<file path="config.mk">
export PLATFORM = sky130hd
export DESIGN_NAME = mod_exp_ctrl_flat
export DESIGN_NICKNAME = d
export VERILOG_FILES = /design/src/rtl/mod_exp_ctrl_pkg.sv /design/src/rtl/mod_exp_ctrl_if.sv /design/src/rtl/mod_exp_ctrl.sv /design/src/flat_wrapper.sv
export SDC_FILE = /design/constraint.sdc
export NUM_CORES = 1
export LEC_CHECK = 0
export CORE_MARGIN = 2
export CORE_UTILIZATION = 45
export DETAILED_ROUTE_END_ITERATION = 10
export PLACE_DENSITY = 0.85
export SLEW_MARGIN = 20
export SYNTH_ARGS = -nofsm -noshare
export SYNTH_HDL_FRONTEND = slang
export SYNTH_SLANG_ARGS = --single-unit
</file>
<file path="constraint.sdc">
create_clock -name clk -period 5.03 [get_ports clk]
set_input_delay 1.2575 -clock clk [delete_from_list [all_inputs] [get_ports clk]]
set_output_delay 1.2575 -clock clk [all_outputs]
set_load 0.02 [all_outputs]
</file>
<file path="src/rtl/mod_exp_ctrl_pkg.sv">
// mod_exp_ctrl_pkg: shared state encoding and default widths for the modular exponentiation controller
package mod_exp_ctrl_pkg;
   localparam int DEF_WIDTH = 32;
   localparam int DEF_EXP_WIDTH = 32;
   typedef enum logic [2:0] {IDLE, PRE, SCAN, SQR, MUL, POST, DONE} state_t;
endpackage

</file>
<file path="src/rtl/mod_exp_ctrl_if.sv">
// mod_exp_ctrl_if: request/response and Montgomery multiplier signals of the exponentiation controller
interface mod_exp_ctrl_if
   import mod_exp_ctrl_pkg::*;
#(
   parameter int WIDTH = DEF_WIDTH,
   parameter int EXP_WIDTH = DEF_EXP_WIDTH
);
   logic start;
   logic [WIDTH-1:0] base;
   logic [EXP_WIDTH-1:0] exp;
   logic [WIDTH-1:0] n;
   logic [WIDTH-1:0] r2;
   logic busy;
   logic done;
   logic err;
   logic [WIDTH-1:0] result;
   logic mm_start;
   logic [WIDTH-1:0] mm_a;
   logic [WIDTH-1:0] mm_b;
   logic [WIDTH-1:0] mm_n;
   logic [WIDTH-1:0] mm_y;
   logic mm_done;
   modport master (
      output start, base, exp, n, r2, mm_y, mm_done,
      input busy, done, err, result, mm_start, mm_a, mm_b, mm_n
   );
   modport slave (
      input start, base, exp, n, r2, mm_y, mm_done,
      output busy, done, err, result, mm_start, mm_a, mm_b, mm_n
   );
endinterface

</file>
<file path="src/rtl/mod_exp_ctrl.sv">
// mod_exp_ctrl: left-to-right square-and-multiply sequencer driving an external Montgomery multiplier
module mod_exp_ctrl
   import mod_exp_ctrl_pkg::*;
#(
   parameter int WIDTH = DEF_WIDTH,
   parameter int EXP_WIDTH = DEF_EXP_WIDTH
) (
   input logic clk,
   input logic rst,
   mod_exp_ctrl_if.slave bus
);
   localparam int IW = $clog2(EXP_WIDTH);
   state_t state, state_d;
   logic wait_q, wait_d;
   logic [IW-1:0] idx;
   logic [WIDTH-1:0] base_q, n_q, r2_q, bm, acc, result_q;
   logic [EXP_WIDTH-1:0] exp_q;
   logic err_q, n_bad, exp_zero, op, cap, last, bit_q;
   assign n_bad = ~n_q[0] | (n_q == WIDTH'(1));
   assign exp_zero = exp_q == '0;
   assign op = state inside {PRE, SQR, MUL, POST};
   assign cap = op & wait_q & bus.mm_done;
   assign last = idx == '0;
   assign bit_q = exp_q[idx];
   // wait_q marks the post-launch cycles, so a same-cycle mm_done is never taken as a result
   assign wait_d = op & (bus.mm_start | (wait_q & ~bus.mm_done));
   assign bus.mm_start = op & ~wait_q & ~(state == PRE & (n_bad | exp_zero));
   assign bus.mm_a = state == PRE ? base_q : (state inside {SQR, MUL, POST}) ? acc : '0;
   assign bus.mm_b = state == PRE ? r2_q : state == SQR ? acc : state == MUL ? bm :
                     state == POST ? WIDTH'(1) : '0;
   assign bus.mm_n = n_q;
   assign bus.busy = state != IDLE & state != DONE;
   assign bus.done = state == DONE;
   assign bus.err = err_q;
   assign bus.result = result_q;
   always_comb begin
      state_d = state;
      case (state)
         IDLE: state_d = bus.start ? PRE : IDLE;
         PRE: state_d = (n_bad | exp_zero) ? DONE : cap ? SCAN : PRE;
         SCAN: state_d = ~bit_q ? SCAN : last ? POST : SQR;
         SQR: state_d = ~cap ? SQR : bit_q ? MUL : last ? POST : SQR;
         MUL: state_d = ~cap ? MUL : last ? POST : SQR;
         POST: state_d = cap ? DONE : POST;
         DONE: state_d = IDLE;
         default: state_d = IDLE;
      endcase
   end
   always_ff @(posedge clk) begin
      if (rst) begin
         state <= IDLE;
         wait_q <= 1'b0;
         idx <= '0;
         base_q <= '0;
         exp_q <= '0;
         n_q <= '0;
         r2_q <= '0;
         bm <= '0;
         acc <= '0;
         result_q <= '0;
         err_q <= 1'b0;
      end else begin
         state <= state_d;
         wait_q <= wait_d;
         if (state == IDLE & bus.start) begin
            base_q <= bus.base;
            exp_q <= bus.exp;
            n_q <= bus.n;
            r2_q <= bus.r2;
            idx <= IW'(EXP_WIDTH - 1);
            result_q <= '0;
            err_q <= 1'b0;
         end
         if (state == PRE & n_bad) err_q <= 1'b1;
         if (state == PRE & ~n_bad & exp_zero) result_q <= WIDTH'(1);
         if (state == PRE & cap) bm <= bus.mm_y;
         if (state == SCAN & bit_q) acc <= bm;
         if ((state == SQR | state == MUL) & cap) acc <= bus.mm_y;
         if (state == POST & cap) result_q <= bus.mm_y;
         // a set bit in SQR keeps idx for the following MUL; idx never wraps below 0
         if (~last & (state == SCAN | (state == SQR & cap & ~bit_q) | (state == MUL & cap)))
            idx <= idx - 1'b1;
      end
   end
endmodule

</file>
<file path="src/flat_wrapper.sv">
// flat-port wrapper written by rule: the top's interface ports become plain ports
module mod_exp_ctrl_flat import mod_exp_ctrl_pkg::*;
#(
   parameter int WIDTH = DEF_WIDTH,
   parameter int EXP_WIDTH = DEF_EXP_WIDTH
)
  (clk, rst, bus_start, bus_base, bus_exp, bus_n, bus_r2, bus_mm_y, bus_mm_done, bus_busy, bus_done, bus_err, bus_result, bus_mm_start, bus_mm_a, bus_mm_b, bus_mm_n);
  mod_exp_ctrl_if #(.WIDTH(WIDTH), .EXP_WIDTH(EXP_WIDTH)) bus_i ();
  input logic clk;
  input logic rst;
  input wire logic [$bits(bus_i.start)-1:0] bus_start;
  input wire logic [$bits(bus_i.base)-1:0] bus_base;
  input wire logic [$bits(bus_i.exp)-1:0] bus_exp;
  input wire logic [$bits(bus_i.n)-1:0] bus_n;
  input wire logic [$bits(bus_i.r2)-1:0] bus_r2;
  input wire logic [$bits(bus_i.mm_y)-1:0] bus_mm_y;
  input wire logic [$bits(bus_i.mm_done)-1:0] bus_mm_done;
  output wire logic [$bits(bus_i.busy)-1:0] bus_busy;
  output wire logic [$bits(bus_i.done)-1:0] bus_done;
  output wire logic [$bits(bus_i.err)-1:0] bus_err;
  output wire logic [$bits(bus_i.result)-1:0] bus_result;
  output wire logic [$bits(bus_i.mm_start)-1:0] bus_mm_start;
  output wire logic [$bits(bus_i.mm_a)-1:0] bus_mm_a;
  output wire logic [$bits(bus_i.mm_b)-1:0] bus_mm_b;
  output wire logic [$bits(bus_i.mm_n)-1:0] bus_mm_n;
  assign bus_i.start = bus_start;
  assign bus_i.base = bus_base;
  assign bus_i.exp = bus_exp;
  assign bus_i.n = bus_n;
  assign bus_i.r2 = bus_r2;
  assign bus_i.mm_y = bus_mm_y;
  assign bus_i.mm_done = bus_mm_done;
  assign bus_busy = bus_i.busy;
  assign bus_done = bus_i.done;
  assign bus_err = bus_i.err;
  assign bus_result = bus_i.result;
  assign bus_mm_start = bus_i.mm_start;
  assign bus_mm_a = bus_i.mm_a;
  assign bus_mm_b = bus_i.mm_b;
  assign bus_mm_n = bus_i.mm_n;
  mod_exp_ctrl #(.WIDTH(WIDTH), .EXP_WIDTH(EXP_WIDTH)) u_core (.clk(clk), .rst(rst), .bus(bus_i));
endmodule
</file>
==> metrics.txt <==
worst min-delay path category reg2reg; fin crit share 0.939; row cnt 55; Sw Pwr 0.00287 W; outcome completed; worst vdd ir 0.311 mV; ys async rst share 0; Fin Setup TNS 0 ns; post-detail-place hpwl 23,000 µm; largest net degree at the start of global routing 134; worst rel slew slack 0.293; flops & latches, synth 234; combinational share of power 0.376; unrepaired setup endpoints after global routing false; crit path kind reg2out; first-pass GRT wire length 52,900 µm; die width 155 µm; WHS 0.456 ns; final design utilization 0.634; arrival time at the worst endpoint 3.46 ns; buffers and inverters on the worst path 2; CP delay by family, top simple AND/OR/NAND/NOR gates; CP required 3.77 ns; Pre-antenna DRT Iters 6; Yosys cell types 54; EDFF count, synth 0; Mapped Cells 1,280; post-layout min period 4.72 ns; routed vias/inst 5.70; CTS Hold Bufs 0; Clock Latency Late Sink 0.53 ns; Antenna Nets Post-Route 0; ys flop type dfxtp_1; Synth area leaders dfxtp_1, nand2_1, a21oi_1, a311oi_2, clkbuf_1; Detailed Route WL 34,400 µm; Post-CTS Setup Bufs 0; GPL Wtd Cong 0.882; yosys warns 0; leakage power 4.83 nW; CP cell instances nand2b_2, nor2_4, o21ai_1, nand3b_1, inv_1, clkdlybuf4s50_1; routed len/inst 18.9 µm; Max Fclk 0.212 GHz; Core ar. 22,600 µm²; Setup violations, final 0; Internal 0.00450 W; clock slew at reported path FFs 0.06 ns; most common cell in the netlist nand2_1; Setup Skew 0.0162 ns; fin. max-slew vios 0; clk buf depth 3; Syn Area/Cell 8.06 µm²; Critical Path Max Stage Delay 0.83 ns; # DRC 0; Hold Vio Cnt, Final 0; drt initial violations 975; antenna violations before repair 3; clock sinks 234; Ports 296; CTS resizes 0; synth cell count leaders nand2_1, dfxtp_1, a21oi_1; worst slew pin tran 1.06 ns; kind of end point of the critical path output pin; die height 155 µm; switching share of power 0.390; root buffer cell clkbuf_16; CP max-delay cell dfxtp_1; Critical Path Fanout Max 35; Post-Syn Nets 1,446; CTS buffer count 26; clock network power share 0.267; Worst setup SP type flip-flop; dominant cell type by area after synthesis dfxtp_1; Port Buffers 295; Seq pwr share 0.357; Final #Nets 1,681; GRT Total Usage 0.270; Die Footprint 24,200 µm²; initial core utilization 0.457; via count of the first global-routing pass 10,041; area grow syn2layout 38.6%; TritonCTS clock tree built; top-area cell type share of the netlist area 0.454; Via Count 10,386; gr ovfl total 0; max-cap viol count 0; layout cells sized above 1 0.0827; PD cells 515 nW/µm²; sequential element share of the synthesized area 0.454; mapped cell area 10,300 µm²; H-tree depth 1
logic make-up after synthesis:
family,count (synthesis),synth area share
muxes,42,0.0532
buffers and inverters,113,0.0461
AOI/OAI and AO/OA,332,0.223
adders and majority gates,2,0.00242
DFF,234,0.454
and+or+nand+nor,557,0.222
final timing paths:
check	end	slack [ns]	cells past startpoint	from
worst max-delay path	bus_mm_start	0.31	6	u_core.state[0]$_SDFF_PP0_
worst min-delay path	u_core.r2_q[17]$_SDFFE_PP0P_	0.46	2	u_core.r2_q[17]$_SDFFE_PP0P_
worst max register to register	u_core.acc[30]$_SDFFE_PP0P_	1.62	7	u_core.state[1]$_SDFF_PP0_
worst min register to register	u_core.r2_q[17]$_SDFFE_PP0P_	0.46	2	u_core.r2_q[17]$_SDFFE_PP0P_
routing by layer:
layer  vias up  wire, µm  share of wire  track usage
met5         -        12        0.00035            0
li1       4901         -              -            -
met4         2      1380          0.040        0.109
met3       103      2910          0.085       0.0604
met1      4891     13700           0.40        0.345
met2       489     16300           0.48        0.446
stage by stage:
stage               cell area (µm²)  setup slack [ns]  cells  power (W)
detailed placement            13400             0.935   1772    0.00539
global route                  14300             0.134   1822    0.00773
floorplan                     10300              1.98   1280    0.00436
CTS                           14300             0.371   1820    0.00737
global placement              13400              1.05   1771    0.00531
finish                        14300             0.308   1822    0.00737
worst min-delay path: cells and delay by family (launching register included):
kind | cells | cell delay, ns
AO/OA/AOI/OAI | 1 | 0.05
flip-flops | 1 | 0.31
AND/OR/NAND/NOR | 1 | 0.05
state kept, by name (all words and copies together), names as in the netlist:
signal,flops
u_core.acc,32
u_core.base_q,32
u_core.bm,32
u_core.bus.err,1
u_core.bus.mm_n,32
u_core.bus.result,32
u_core.exp_q,32
u_core.idx,5
u_core.r2_q,32
u_core.state,3
u_core.wait_q,1
area by class of cell:
cell class / count / area, µm²
Sequential cell: 234 / 4690
Tap cell: 285 / 357
Clock inverter: 11 / 120
Inverter: 4 / 15.0
Multi-Input combinational cell: 933 / 5220
Antenna cell: 2 / 5.00
Fill cell: 1886 / 8260
Timing Repair Buffer: 316 / 3120
Clock buffer: 37 / 782
cells in the final DEF (no fill, tap or decap), drive strengths merged, types with 4 or more instances in the layout:
cell type,n
mux2i,34
a22o,32
o21ai,36
nor4,18
nand2,423
nand3,6
nor3,39
clkbuf,38
buf,21
nor2,44
dfxtp,234
nand3b,5
mux4,8
a211oi,6
clkinv,9
nand4,5
a21o,4
nor2b,6
nand2b,4
clkdlybuf4s50,294
a22oi,33
a311oi,32
inv,4
a21oi,173
power by group through the flow:
| stage | Clock (W) | Combinational [W] | Sequential [W] |
|---|---|---|---|
| global route | 0.00206 | 0.00300 | 0.00267 |
| CTS | 0.00199 | 0.00276 | 0.00261 |
| finish | 0.00197 | 0.00277 | 0.00263 |
| floorplan | 0 | 0.00186 | 0.00250 |
| detailed placement | 0 | 0.00274 | 0.00265 |
| global placement | 0 | 0.00268 | 0.00263 |
(Power assumes the default switching activity.)
==> variant (same settings) <==
`DEF_WIDTH`: 32 -> 16.
--- a/src/rtl/mod_exp_ctrl_pkg.sv
+++ b/src/rtl/mod_exp_ctrl_pkg.sv
@@ -1,6 +1,6 @@
 // mod_exp_ctrl_pkg: shared state encoding and default widths for the modular exponentiation controller
 package mod_exp_ctrl_pkg;
-   localparam int DEF_WIDTH = 32;
+   localparam int DEF_WIDTH = 16;
    localparam int DEF_EXP_WIDTH = 32;
    typedef enum logic [2:0] {IDLE, PRE, SCAN, SQR, MUL, POST, DONE} state_t;
 endpackage
Interface: changed (8 resized); port bits go from 296 to 168. No check against the original RTL was run, so the function may have changed too.
==> variant against the unedited design <==
  * Wire length down 45%
  * Count of clock-buffer cells in the layout down 19
  * Critical path depth stayed put
  * Total power decreased by 42%
  * Die area down 39%
  * Highest routed layer is now met4
  * Sequential power shrank 43%
  * Cell area is 40% lower
  * Sequential cell count is 96 lower
  * Setup slack gained 0.28 ns
  * Synthesized area fell by 40%
==> variant: results (changes against the unedited design) <==
[grt]
grt_pass1_vias = 5815  ; -42%
antenna_found_initial = 0  ; -3

[worst_setup_path]
max_stage_delay_ns = 0.65  ; -0.18 ns
crit-reg2reg-capture = u_core.acc[0]$_SDFFE_PP0P_

[pwr]
ir_drop_mv = 0.249  ; -20%
clock_power_share = 0.316  ; +0.049
p_int_mw = 2.73  ; -39%
power_leakage_nw = 3.08  ; -36%

[status]
outcome = complete, no violations

[detailed_routing]
routed_wirelength_mm = 18.8  ; -45%
num_vias = 6235  ; -40%

[synthesis]
ys_types = 46  ; -15%
synth.net_count = 910  ; -37%
seq_area_frac_synth = 0.446  ; -0.00794

[placed_design]
placed_area_um2 = 7900  ; -41%
dp_hpwl_mm = 12.9  ; -44%
pre_cts_ws_ns = 1.12  ; +0.182 ns
port-buffer-count = 167  ; -43%

[finish]
drive_gt1_frac = 0.0585  ; -0.0242
num_antenna_cells = 0  ; -2
fill_cells = 1122  ; -41%

[sta]
relSlewSlack = 0.448  ; +0.154
finClkSkew_ns = 0.00684  ; -0.00940 ns

[clock_tree]
cts_buffers = 17  ; -35%
insertion_delay_ns = 0.43  ; -0.10 ns
htree_num_levels = 4  ; +3

[worst_hold_path]
hold_path_end = u_core.base_q[0]$_SDFFE_PP0P_

[variant: metal layers]
metal  part of all wire  GRT usage  up-vias
li1                   -          -     3025
met1               0.43      0.333     2889
met2               0.45      0.396      277
met3              0.082     0.0587       44
met4              0.034      0.126        0
met5                  0          0        -
[variant: worst min-delay path: stages, from the launching register on]
cell     delay (ns)
dfxtp_1        0.30
nand2_1        0.05
a21oi_1        0.05
[variant: worst max path at each step]
| stage | from | endpoint | cells after the start |
|---|---|---|---|
| 6_report | u_core.state[2]$_SDFF_PP0_ | bus_mm_a[7] | 6 |
| 5_1_grt | u_core.state[2]$_SDFF_PP0_ | bus_mm_a[7] | 6 |
| 4_1_cts | u_core.state[2]$_SDFF_PP0_ | bus_mm_a[1] | 6 |
| 3_5_place_dp | u_core.state[2]$_SDFF_PP0_ | bus_mm_a[1] | 6 |
| 3_3_place_gp | u_core.state[2]$_SDFF_PP0_ | bus_mm_a[1] | 6 |
| 2_1_floorplan | u_core.state[2]$_SDFF_PP0_ | bus_mm_a[10] | 7 |
[variant: cells by family after synthesis]
| kind of cell | Yosys count | share of synthesized area |
|---|---|---|
| xor+xnor | 1 | 0.00141 |
| buf+inv | 68 | 0.0495 |
| flops | 138 | 0.446 |
| mux | 46 | 0.0784 |
| simple gates | 354 | 0.235 |
| compound gates | 199 | 0.186 |
| fa+ha+maj | 2 | 0.00404 |
[variant: per-stage QoR]
step / utilization / instances
global route: 0.640 / 1133
global placement: 0.592 / 1101
CTS: 0.640 / 1133
finish: 0.640 / 1133
floorplan: - / 808
detailed placement: 0.592 / 1101
[variant: layout make-up]
class,instances,area [um2],area share
clock buffers,18,439,0.0514
repair buffers,178,1760,0.205
clock inverters,14,201,0.0236
inverters,7,26.3,0.00307
well taps,176,220,0.0258
flip-flops and latches,138,2760,0.323
multi-input cells,602,3140,0.368
